--- src/rtl/flit_injector.sv ---
// Per-port packet source: turns one packet command into a HEAD/BODY/TAIL (or HEADTAIL)
// flit stream under per-VC on/off flow control, with flit and packet counters.

package flit_pkg;
   localparam int VC_NUM            = 2;
   localparam int VC_SIZE           = (VC_NUM > 1) ? $clog2(VC_NUM) : 1;
   localparam int DEST_ADDR_SIZE_X  = 4;
   localparam int DEST_ADDR_SIZE_Y  = 4;
   localparam int HEAD_PAYLOAD_SIZE = 8;
   localparam int FLIT_DATA_SIZE    = DEST_ADDR_SIZE_X + DEST_ADDR_SIZE_Y + HEAD_PAYLOAD_SIZE;

   typedef enum logic [1:0] {
      HEAD     = 2'b00,
      BODY     = 2'b01,
      TAIL     = 2'b10,
      HEADTAIL = 2'b11
   } flit_label_t;

   typedef struct packed {
      logic [DEST_ADDR_SIZE_X-1:0]  x_dest;
      logic [DEST_ADDR_SIZE_Y-1:0]  y_dest;
      logic [HEAD_PAYLOAD_SIZE-1:0] head_pl;
   } head_data_t;

   typedef union packed {
      head_data_t                head_data;
      logic [FLIT_DATA_SIZE-1:0] bt_pl;
   } flit_data_t;

   typedef struct packed {
      flit_label_t        flit_label;
      logic [VC_SIZE-1:0] vc_id;
      flit_data_t         data;
   } flit_t;
endpackage

module flit_injector
   import flit_pkg::*;
#(
   parameter int MAX_PKT_SIZE = 16,
   parameter int SIZE_W       = $clog2(MAX_PKT_SIZE + 1),
   parameter int GAP_W        = 4,
   parameter int CNT_W        = 16
) (
   input  logic                        clk,
   input  logic                        rst,
   input  logic                        start_i,
   input  logic [DEST_ADDR_SIZE_X-1:0] x_dest_i,
   input  logic [DEST_ADDR_SIZE_Y-1:0] y_dest_i,
   input  logic [VC_SIZE-1:0]          vc_i,
   input  logic [SIZE_W-1:0]           pkt_size_i,
   input  logic [GAP_W-1:0]            gap_i,
   input  logic [VC_NUM-1:0]           on_off_i,
   output flit_t                       data_o,
   output logic                        valid_flit_o,
   output logic                        busy_o,
   output logic                        pkt_done_o,
   output logic                        cmd_error_o,
   output logic [CNT_W-1:0]            flits_sent_o,
   output logic [CNT_W-1:0]            pkts_sent_o
);

   typedef enum logic [1:0] {
      IDLE = 2'b00,
      SEND = 2'b01,
      GAP  = 2'b10
   } state_t;

   localparam logic [SIZE_W-1:0] SIZE_ONE = SIZE_W'(1);
   localparam logic [SIZE_W-1:0] SIZE_MAX = SIZE_W'(MAX_PKT_SIZE);

   state_t                      state_r;
   logic [DEST_ADDR_SIZE_X-1:0] x_r;
   logic [DEST_ADDR_SIZE_Y-1:0] y_r;
   logic [VC_SIZE-1:0]          vc_r;
   logic [SIZE_W-1:0]           size_r;
   logic [SIZE_W-1:0]           idx_r;
   logic [GAP_W-1:0]            gap_r;
   logic [GAP_W-1:0]            gap_cnt_r;
   logic [CNT_W-1:0]            seq_r;
   logic                        cmd_ok_s;

   assign cmd_ok_s = (pkt_size_i != {SIZE_W{1'b0}}) && (pkt_size_i <= SIZE_MAX);

   // Head flits carry the packet sequence number; body/tail flits carry their index.
   function automatic flit_t make_flit(
      input logic [SIZE_W-1:0]           idx,
      input logic [SIZE_W-1:0]           size,
      input logic [VC_SIZE-1:0]          vc,
      input logic [DEST_ADDR_SIZE_X-1:0] x,
      input logic [DEST_ADDR_SIZE_Y-1:0] y,
      input logic [CNT_W-1:0]            seq
   );
      flit_t f;
      f       = '0;
      f.vc_id = vc;
      if (idx == {SIZE_W{1'b0}}) begin
         f.flit_label             = (size == SIZE_ONE) ? HEADTAIL : HEAD;
         f.data.head_data.x_dest  = x;
         f.data.head_data.y_dest  = y;
         f.data.head_data.head_pl = HEAD_PAYLOAD_SIZE'(seq);
      end else begin
         f.flit_label = (idx == size - SIZE_ONE) ? TAIL : BODY;
         f.data.bt_pl = FLIT_DATA_SIZE'(idx);
      end
      return f;
   endfunction

   // Command FSM, flit generation and statistics counters.
   always_ff @(posedge clk or negedge rst) begin
      if (!rst) begin
         state_r      <= IDLE;
         x_r          <= '0;
         y_r          <= '0;
         vc_r         <= '0;
         size_r       <= '0;
         idx_r        <= '0;
         gap_r        <= '0;
         gap_cnt_r    <= '0;
         seq_r        <= '0;
         data_o       <= '0;
         valid_flit_o <= 1'b0;
         busy_o       <= 1'b0;
         pkt_done_o   <= 1'b0;
         cmd_error_o  <= 1'b0;
         flits_sent_o <= '0;
         pkts_sent_o  <= '0;
      end else begin
         valid_flit_o <= 1'b0;
         pkt_done_o   <= 1'b0;
         cmd_error_o  <= 1'b0;
         case (state_r)
            IDLE: begin
               if (start_i && cmd_ok_s) begin
                  x_r     <= x_dest_i;
                  y_r     <= y_dest_i;
                  vc_r    <= vc_i;
                  size_r  <= pkt_size_i;
                  gap_r   <= gap_i;
                  idx_r   <= '0;
                  busy_o  <= 1'b1;
                  state_r <= SEND;
               end else if (start_i) begin
                  cmd_error_o <= 1'b1;
               end else begin
                  busy_o <= 1'b0;
               end
            end
            SEND: begin
               // A closed VC simply holds the state; there is no stall timeout.
               if (on_off_i[vc_r]) begin
                  valid_flit_o <= 1'b1;
                  data_o       <= make_flit(idx_r, size_r, vc_r, x_r, y_r, seq_r);
                  flits_sent_o <= flits_sent_o + CNT_W'(1);
                  if (idx_r == size_r - SIZE_ONE) begin
                     pkt_done_o  <= 1'b1;
                     pkts_sent_o <= pkts_sent_o + CNT_W'(1);
                     seq_r       <= seq_r + CNT_W'(1);
                     busy_o      <= 1'b0;
                     state_r     <= IDLE;
                  end else begin
                     idx_r <= idx_r + SIZE_ONE;
                     if (gap_r != {GAP_W{1'b0}}) begin
                        gap_cnt_r <= gap_r;
                        state_r   <= GAP;
                     end else begin
                        state_r <= SEND;
                     end
                  end
               end else begin
                  state_r <= SEND;
               end
            end
            GAP: begin
               if (gap_cnt_r == GAP_W'(1)) begin
                  state_r <= SEND;
               end else begin
                  gap_cnt_r <= gap_cnt_r - GAP_W'(1);
               end
            end
            default: begin
               busy_o  <= 1'b0;
               state_r <= IDLE;
            end
         endcase
      end
   end

endmodule

--- config.mk ---
export PLATFORM = sky130hd
export DESIGN_NAME = flit_injector
export DESIGN_NICKNAME = d
export VERILOG_FILES = /design/src/rtl/flit_injector.sv
export SDC_FILE = /design/constraint.sdc
export NUM_CORES = 1
export LEC_CHECK = 0
export ABC_AREA = 1
export CAP_MARGIN = 10
export CORE_MARGIN = 5
export CORE_UTILIZATION = 23
export CTS_CLUSTER_SIZE = 12
export DETAILED_ROUTE_END_ITERATION = 8
export GPL_TIMING_DRIVEN = 0
export HOLD_SLACK_MARGIN = 0.1
export MAX_ROUTING_LAYER = met4
export PLACE_DENSITY = 0.48
export SETUP_SLACK_MARGIN = 0.02
export SLEW_MARGIN = 25
export SYNTH_ARGS = -nofsm -noshare
export SYNTH_HDL_FRONTEND = slang
export SYNTH_SLANG_ARGS = --single-unit
export TNS_END_PERCENT = 30
--- constraint.sdc ---
create_clock -name clk -period 1.8 [get_ports clk]
set_input_delay 0.27 -clock clk [delete_from_list [all_inputs] [get_ports clk]]
set_output_delay 0.27 -clock clk [all_outputs]
set_load 0.005 [all_outputs]
==> results of run 1 <==
==> kinds of logic (layout without fill, tap and decap cells) <==
group / Yosys count / in the layout / synth area share
simple gates: 344 / 344 / 0.306
flops: 92 / 92 / 0.483
buf+inv: 77 / 180 / 0.0691
compound gates: 55 / 55 / 0.0593
xor+xnor: 32 / 32 / 0.0588
fa+ha+maj: 9 / 9 / 0.0236
==> power by group <==
part	internal [W]	switching (W)	total (W)
Combinational	0.00167	0.00198	0.00365
Sequential	0.00280	0.000698	0.00349
Clock	0.00126	0.000824	0.00208
==> metrics by stage <==
stage / setup TNS [ps] / util / hold slack [ps]
after floorplan: 0 / - / -25.6
after global placement: -323540 / 0.289 / 458
after detailed placement: -21900 / 0.291 / 178
after CTS: 0 / 0.310 / 379
after global routing: -2600 / 0.317 / 402
final: 0 / 0.317 / 368
==> timing repair <==
action | in CTS | in global routing
pin swaps | 3 | 3
hold buffers | 1 | 0
gates cloned | 1 | 1
setup endpoints to repair | 55 | 68
buffers inserted | 2 | 4
resized for setup | 11 | 34
endpoints found under the hold margin | 29 | 0
==> worst reg2reg max path: cells and delay by family, from the launching register on <==
family / cells / cell delay [ps]
flops: 1 / 380
compound gates: 1 / 70
fa+ha+maj: 1 / 270
simple gates: 7 / 590
buf+inv: 4 / 370
==> layout make-up <==
class                   count  area, µm²  area share
inverters                  61        235      0.0366
well taps                 270        338      0.0525
flip-flops and latches     92       2300       0.358
repair buffers             87        898       0.140
multi-input cells         440       2220       0.345
plain buffers              16        113      0.0175
clock buffers              11        243      0.0377
clock inverters             5       83.8      0.0130
==> state kept, by name, summed over array words and instances, names as in the netlist <==
register	count
pkts_sent_o	16
state_r	2
vc_r	1
busy_o	1
y_r	4
cmd_error_o	1
gap_r	4
idx_r	5
valid_flit_o	1
pkt_done_o	1
x_r	4
gap_cnt_r	4
seq_r	8
size_r	5
flits_sent_o	16
data_o	19
==> cell usage in the layout (no fill, tap or decap), types with 10 or more instances in the layout <==
cell / n
xnor2_1: 11
inv_1: 50
dfrtp_1: 91
nand2_1: 196
clkbuf_16: 10
o21ai_0: 24
o21ai_1: 11
nand3_1: 55
xor2_1: 21
clkdlybuf4s50_1: 76
a21oi_1: 12
nor3_1: 13
nor2_1: 51
==> worst max path at each step <==
| stage | startpoint | endpoint | slack (ps) | cells after the start |
|---|---|---|---|---|
| after global routing | size_r[0] | seq_r[6] | -110 | 13 |
| after CTS | pkt_size_i[3] | idx_r[0] | 1 | 11 |
| after detailed placement | on_off_i[0] | data_o[5] | -420 | 8 |
| after global placement | rst | data_o[12] | -3290 | 1 |
| after floorplan | size_r[0] | gap_cnt_r[0] | 160 | 13 |
| final | size_r[0] | pkts_sent_o[4] | 40 | 13 |
==> routing by layer <==
layer / vias up / wire, µm / GRT usage
li1: 2128 / - / -
met2: 84 / 5870 / 0.179
met4: 0 / 187 / 0.0341
met3: 14 / 636 / 0.0326
met5: - / 0 / -
met1: 1924 / 6360 / 0.152
==> impl_metrics.env, run 1 <==
export IMPL_status="completed"
export IMPL_postLayoutCellArea_um2=6430
export IMPL_synth_avg_cell_area_um2=7.82
export IMPL_ant_nets=0
export IMPL_drive_gt1_frac=0.107
export IMPL_worstPathCellList="inv_2, ha_4, inv_2, nand2_1, nand2_1, nor2_1, nand2_1, nor2_4, nand3_4, clkinv_4, buf_8, nand2_1, o21ai_0"
export IMPL_grt_pass1_vias=4220
export IMPL_hold_viol_final=0
export IMPL_cts_buffers=9
export IMPL_synthTopCellsByArea="dfrtp_1 (48%), nand2_1 (16%), nand3_1 (5.9%)"
export IMPL_finalCritPeriodShare=0.977
export IMPL_r2r_start="size_r[0]"
export IMPL_start_kind="flip-flop"
export IMPL_first_pass_iters=4
export IMPL_worst_ep_arrival_time_ps=2020
export IMPL_place_ws_ps=-423
export IMPL_die_w_um=154
export IMPL_setup_ws_ps=42.0
export IMPL_avgViaCountPerCell=4.23
export IMPL_diodes=0
export IMPL_fp_dieH_um=154
export IMPL_synthArstFlopShare=1.00
export IMPL_ys_ff_latch=92
export IMPL_cts_root_buf="clkbuf_16"
export IMPL_gr_usage_all_layers=0.117
export IMPL_pwr_density_cell_nw_per_um2=1430
export IMPL_cp_max_fo=6
export IMPL_antenna_found_initial=0
export IMPL_overflow=0
export IMPL_slowest_stage="dfrtp_1"
export IMPL_cap_violations=0
export IMPL_crit_type="flip-flop to flip-flop"
export IMPL_vias=4150
export IMPL_synthTopCellsByCount="nand2_1 (204), dfrtp_1 (92), nand3_1 (56)"
export IMPL_fmax_ghz=0.569
export IMPL_clk_path_buf_depth=2
export IMPL_worst_pin_slew_ps=418
export IMPL_route_detailed_drc=0
export IMPL_gp_congestion=0.795
export IMPL_reg2reg_setup_slack_ps=40
export IMPL_fillerInstances=2195
export IMPL_syn2layout_area_growth_pct=35.1
export IMPL_cts_tree="done"
export IMPL_fp_coreArea_um2=20300
export IMPL_rows=52
export IMPL_dieArea_um2=23700
export IMPL_drv_slew=0
export IMPL_rsz0062_at_grt="yes"
export IMPL_cpMostUsedCell="nand2_1"
export IMPL_crit_buf_inv=4
export IMPL_ctsHtreeMaxLevel=3
export IMPL_yosys_warnings=0
export IMPL_synth_top_cell_by_area="dfrtp_1"
export IMPL_dpl_hpwl_um=9420
export IMPL_ir_drop_mv=0.631
export IMPL_final_min_clock_period_ps=1760
export IMPL_max_stage_delay_ps=380
export IMPL_pin_count=78
export IMPL_total_power_w=0.00923
export IMPL_drt_total_wl_um=13100
export IMPL_post_dp_cell_area_um2=5900
export IMPL_dp_cells=957
export IMPL_first_iter_violations=133
export IMPL_clock_latency_ps=350
export IMPL_cts_sinks=92
export IMPL_reg2reg_to="pkts_sent_o[4]"
export IMPL_synth_ff_type="dfrtp_1"
export IMPL_nNetsFinal=739
export IMPL_required_ps=2060
export IMPL_grt_max_degree=64
export IMPL_final_setup_viol_count=0
export IMPL_wl_per_cell_um=13.3
export IMPL_yosysTopAreaCellShare=0.483
export IMPL_crit_path_end_kind="flip-flop"
export IMPL_portBuffers=77
export IMPL_start_util=0.235
export IMPL_synth_edff_count=0
export IMPL_timing_slew_headroom=0.719
export IMPL_yosysMostFrequentCell="nand2_1"
export IMPL_syn_nets=641
export IMPL_ff2ff_path_depth=13
export IMPL_ys_types=33
export IMPL_power_leakage_nw=3.01
export IMPL_synth_area_um2=4760
export IMPL_hold_path_class="primary input to async pin"
export IMPL_grt_pass1_wl_um=21800
export IMPL_ys_seq_area_frac=0.483
export IMPL_final_cells=982
export IMPL_synthCells=609
export IMPL_clk_pin_slew_ps=70
export IMPL_path_delay_family="simple AND/OR/NAND/NOR gates"
export IMPL_fin_worst_skew_ps=5.99
Note: power is estimated with default switching activity, not from simulation.
==> run 2: changes to the inputs <==
--- a/config.mk
+++ b/config.mk
@@ -16,7 +16,7 @@
 export MAX_ROUTING_LAYER = met4
 export PLACE_DENSITY = 0.48
 export SETUP_SLACK_MARGIN = 0.02
-export SLEW_MARGIN = 25
+export SLEW_MARGIN = 20
 export SYNTH_ARGS = -nofsm -noshare
 export SYNTH_HDL_FRONTEND = slang
 export SYNTH_SLANG_ARGS = --single-unit
==> results of run 2 <==
Same layout as run 1: the final DEF is identical, and so are final timing and power.
==> run 3: changes to the inputs <==
==> constraint.sdc (replaced) <==
create_clock -name clk -period 2.1 [get_ports clk]
set_input_delay 0.315 -clock clk [delete_from_list [all_inputs] [get_ports clk]]
set_output_delay 0.315 -clock clk [all_outputs]
set_load 0.005 [all_outputs]
==> impl_metrics.env, run 3 (synthesis gave the netlist of run 1 again) <==
export IMPL_finalCritPeriodShare=0.906
export IMPL_cap_violations=0
export IMPL_wl_per_cell_um=13.2
export IMPL_first_iter_violations=118
export IMPL_final_cells=977
export IMPL_drv_slew=0
export IMPL_crit_type="flip-flop to flip-flop"
export IMPL_hold_viol_final=0
export IMPL_vias=4101
export IMPL_reg2reg_setup_slack_ps=200
export IMPL_pin_count=78
export IMPL_rows=52
export IMPL_clock_latency_ps=350
export IMPL_timing_slew_headroom=0.606
export IMPL_postLayoutCellArea_um2=6270
export IMPL_portBuffers=77
export IMPL_gr_usage_all_layers=0.117
export IMPL_grt_pass1_vias=4191
export IMPL_largest_register="data_o"
export IMPL_avgViaCountPerCell=4.20
export IMPL_antenna_found_initial=0
export IMPL_final_setup_viol_count=0
export IMPL_pwr_density_cell_nw_per_um2=1230
export IMPL_clk_pin_slew_ps=70
export IMPL_cp_max_fo=10
export IMPL_worst_pin_slew_ps=591
export IMPL_required_ps=2320
export IMPL_first_pass_iters=4
export IMPL_fillerInstances=2210
export IMPL_ir_drop_mv=0.581
export IMPL_start_util=0.235
export IMPL_fp_dieH_um=154
export IMPL_cts_root_buf="clkbuf_16"
export IMPL_diodes=0
export IMPL_rsz0062_at_grt="yes"
export IMPL_layout_common_cells="nand2_1 (202), dfrtp_1 (92), clkdlybuf4s50_1 (76)"
export IMPL_power_leakage_nw=2.94
export IMPL_crit_path_end_kind="flip-flop"
export IMPL_fmax_ghz=0.526
export IMPL_nNetsFinal=734
export IMPL_dpl_hpwl_um=9420
export IMPL_grt_pass1_wl_um=21800
export IMPL_route_detailed_drc=0
export IMPL_drive_gt1_frac=0.0693
export IMPL_fin_worst_skew_ps=7.37
export IMPL_largest_register_ffs=19
export IMPL_dieArea_um2=23700
export IMPL_syn2layout_area_growth_pct=31.6
export IMPL_start_kind="flip-flop"
export IMPL_clk_path_buf_depth=2
export IMPL_cts_buffers=9
export IMPL_overflow=0
export IMPL_ctsHtreeMaxLevel=3
export IMPL_fp_coreArea_um2=20300
export IMPL_dp_cells=957
export IMPL_final_min_clock_period_ps=1900
export IMPL_grt_max_degree=64
export IMPL_cts_tree="done"
export IMPL_gp_congestion=0.795
export IMPL_ant_nets=0
export IMPL_top_regs="data_o (19), flits_sent_o (16), pkts_sent_o (16)"
export IMPL_post_dp_cell_area_um2=5900
export IMPL_hold_path_class="primary input to async pin"
export IMPL_cts_sinks=92
export IMPL_drt_total_wl_um=12900
export IMPL_total_power_w=0.00773
export IMPL_die_w_um=154
export IMPL_worst_ep_arrival_time_ps=2120
export IMPL_mostFrequentLayoutCell="nand2_1"
export IMPL_setup_tns_final_ps=0
export IMPL_status="completed"
-- run 3: path summary, 6_finish.rpt --
check	from	to	cells after the start
hold / removal	rst	flits_sent_o[4]	2
hold reg to reg	x_r[3]	x_r[3]	2
min in group clk	x_r[3]	x_r[3]	2
setup / recovery	size_r[0]	seq_r[6]	12
max in group asynchronous	rst	data_o[10]	3
setup reg to reg	size_r[0]	seq_r[6]	12
-- run 3: repair_timing --
| item | in CTS | in global routing |
|---|---|---|
| endpoints found under the hold margin | 29 | 0 |
| setup endpoints to repair | 0 | 17 |
| gates resized for setup | 0 | 3 |
| buffers inserted | 0 | 3 |
| hold buffers | 1 | 0 |
-- run 3: stage by stage --
| stage | util | setup slack [ps] | hold slack, ps |
|---|---|---|---|
| 2_1_floorplan | - | 460 | 19.4 |
| 3_3_place_gp | 0.289 | -3040 | 458 |
| 3_5_place_dp | 0.291 | -168 | 223 |
| 4_1_cts | 0.307 | 118 | 424 |
| 5_1_grt | 0.309 | 15.8 | 447 |
| 6_report | 0.309 | 198 | 413 |
-- run 3: layout make-up --
class | instances | area, µm² | area share
multi-input cells | 440 | 2140 | 0.341
repair buffers | 82 | 832 | 0.133
inverters | 61 | 234 | 0.0373
flip-flops and latches | 92 | 2300 | 0.367
plain buffers | 16 | 97.6 | 0.0156
clock inverters | 5 | 83.8 | 0.0134
clock buffers | 11 | 243 | 0.0387
well taps | 270 | 338 | 0.0539
-- run 3: per-layer routing --
layer,part of all wire,GRT usage,up-vias,routed length [µm]
met5,0,-,-,0
met4,0.011,0.0315,0,148
met3,0.049,0.0323,12,632
met2,0.45,0.179,75,5780
met1,0.49,0.153,1902,6330
li1,-,-,2112,-
-- run 3: critical path, stage by stage (launching register included) --
cell	delay, ps
dfrtp_1	400
inv_1	90
ha_1	310
inv_1	40
nand2_1	50
nand2_1	40
nor2_1	80
nand2_1	90
nor2_4	180
nand3_4	130
inv_6	120
buf_6	140
o21ai_0	90
-- run 3: power breakdown --
group | leakage, nW | internal, W | switching (W)
combinational | 1.62 | 0.00135 | 0.00160
sequential | 1.16 | 0.00239 | 0.000592
clock | 0.152 | 0.00108 | 0.000709
total | 2.94 | 0.00482 | 0.00291
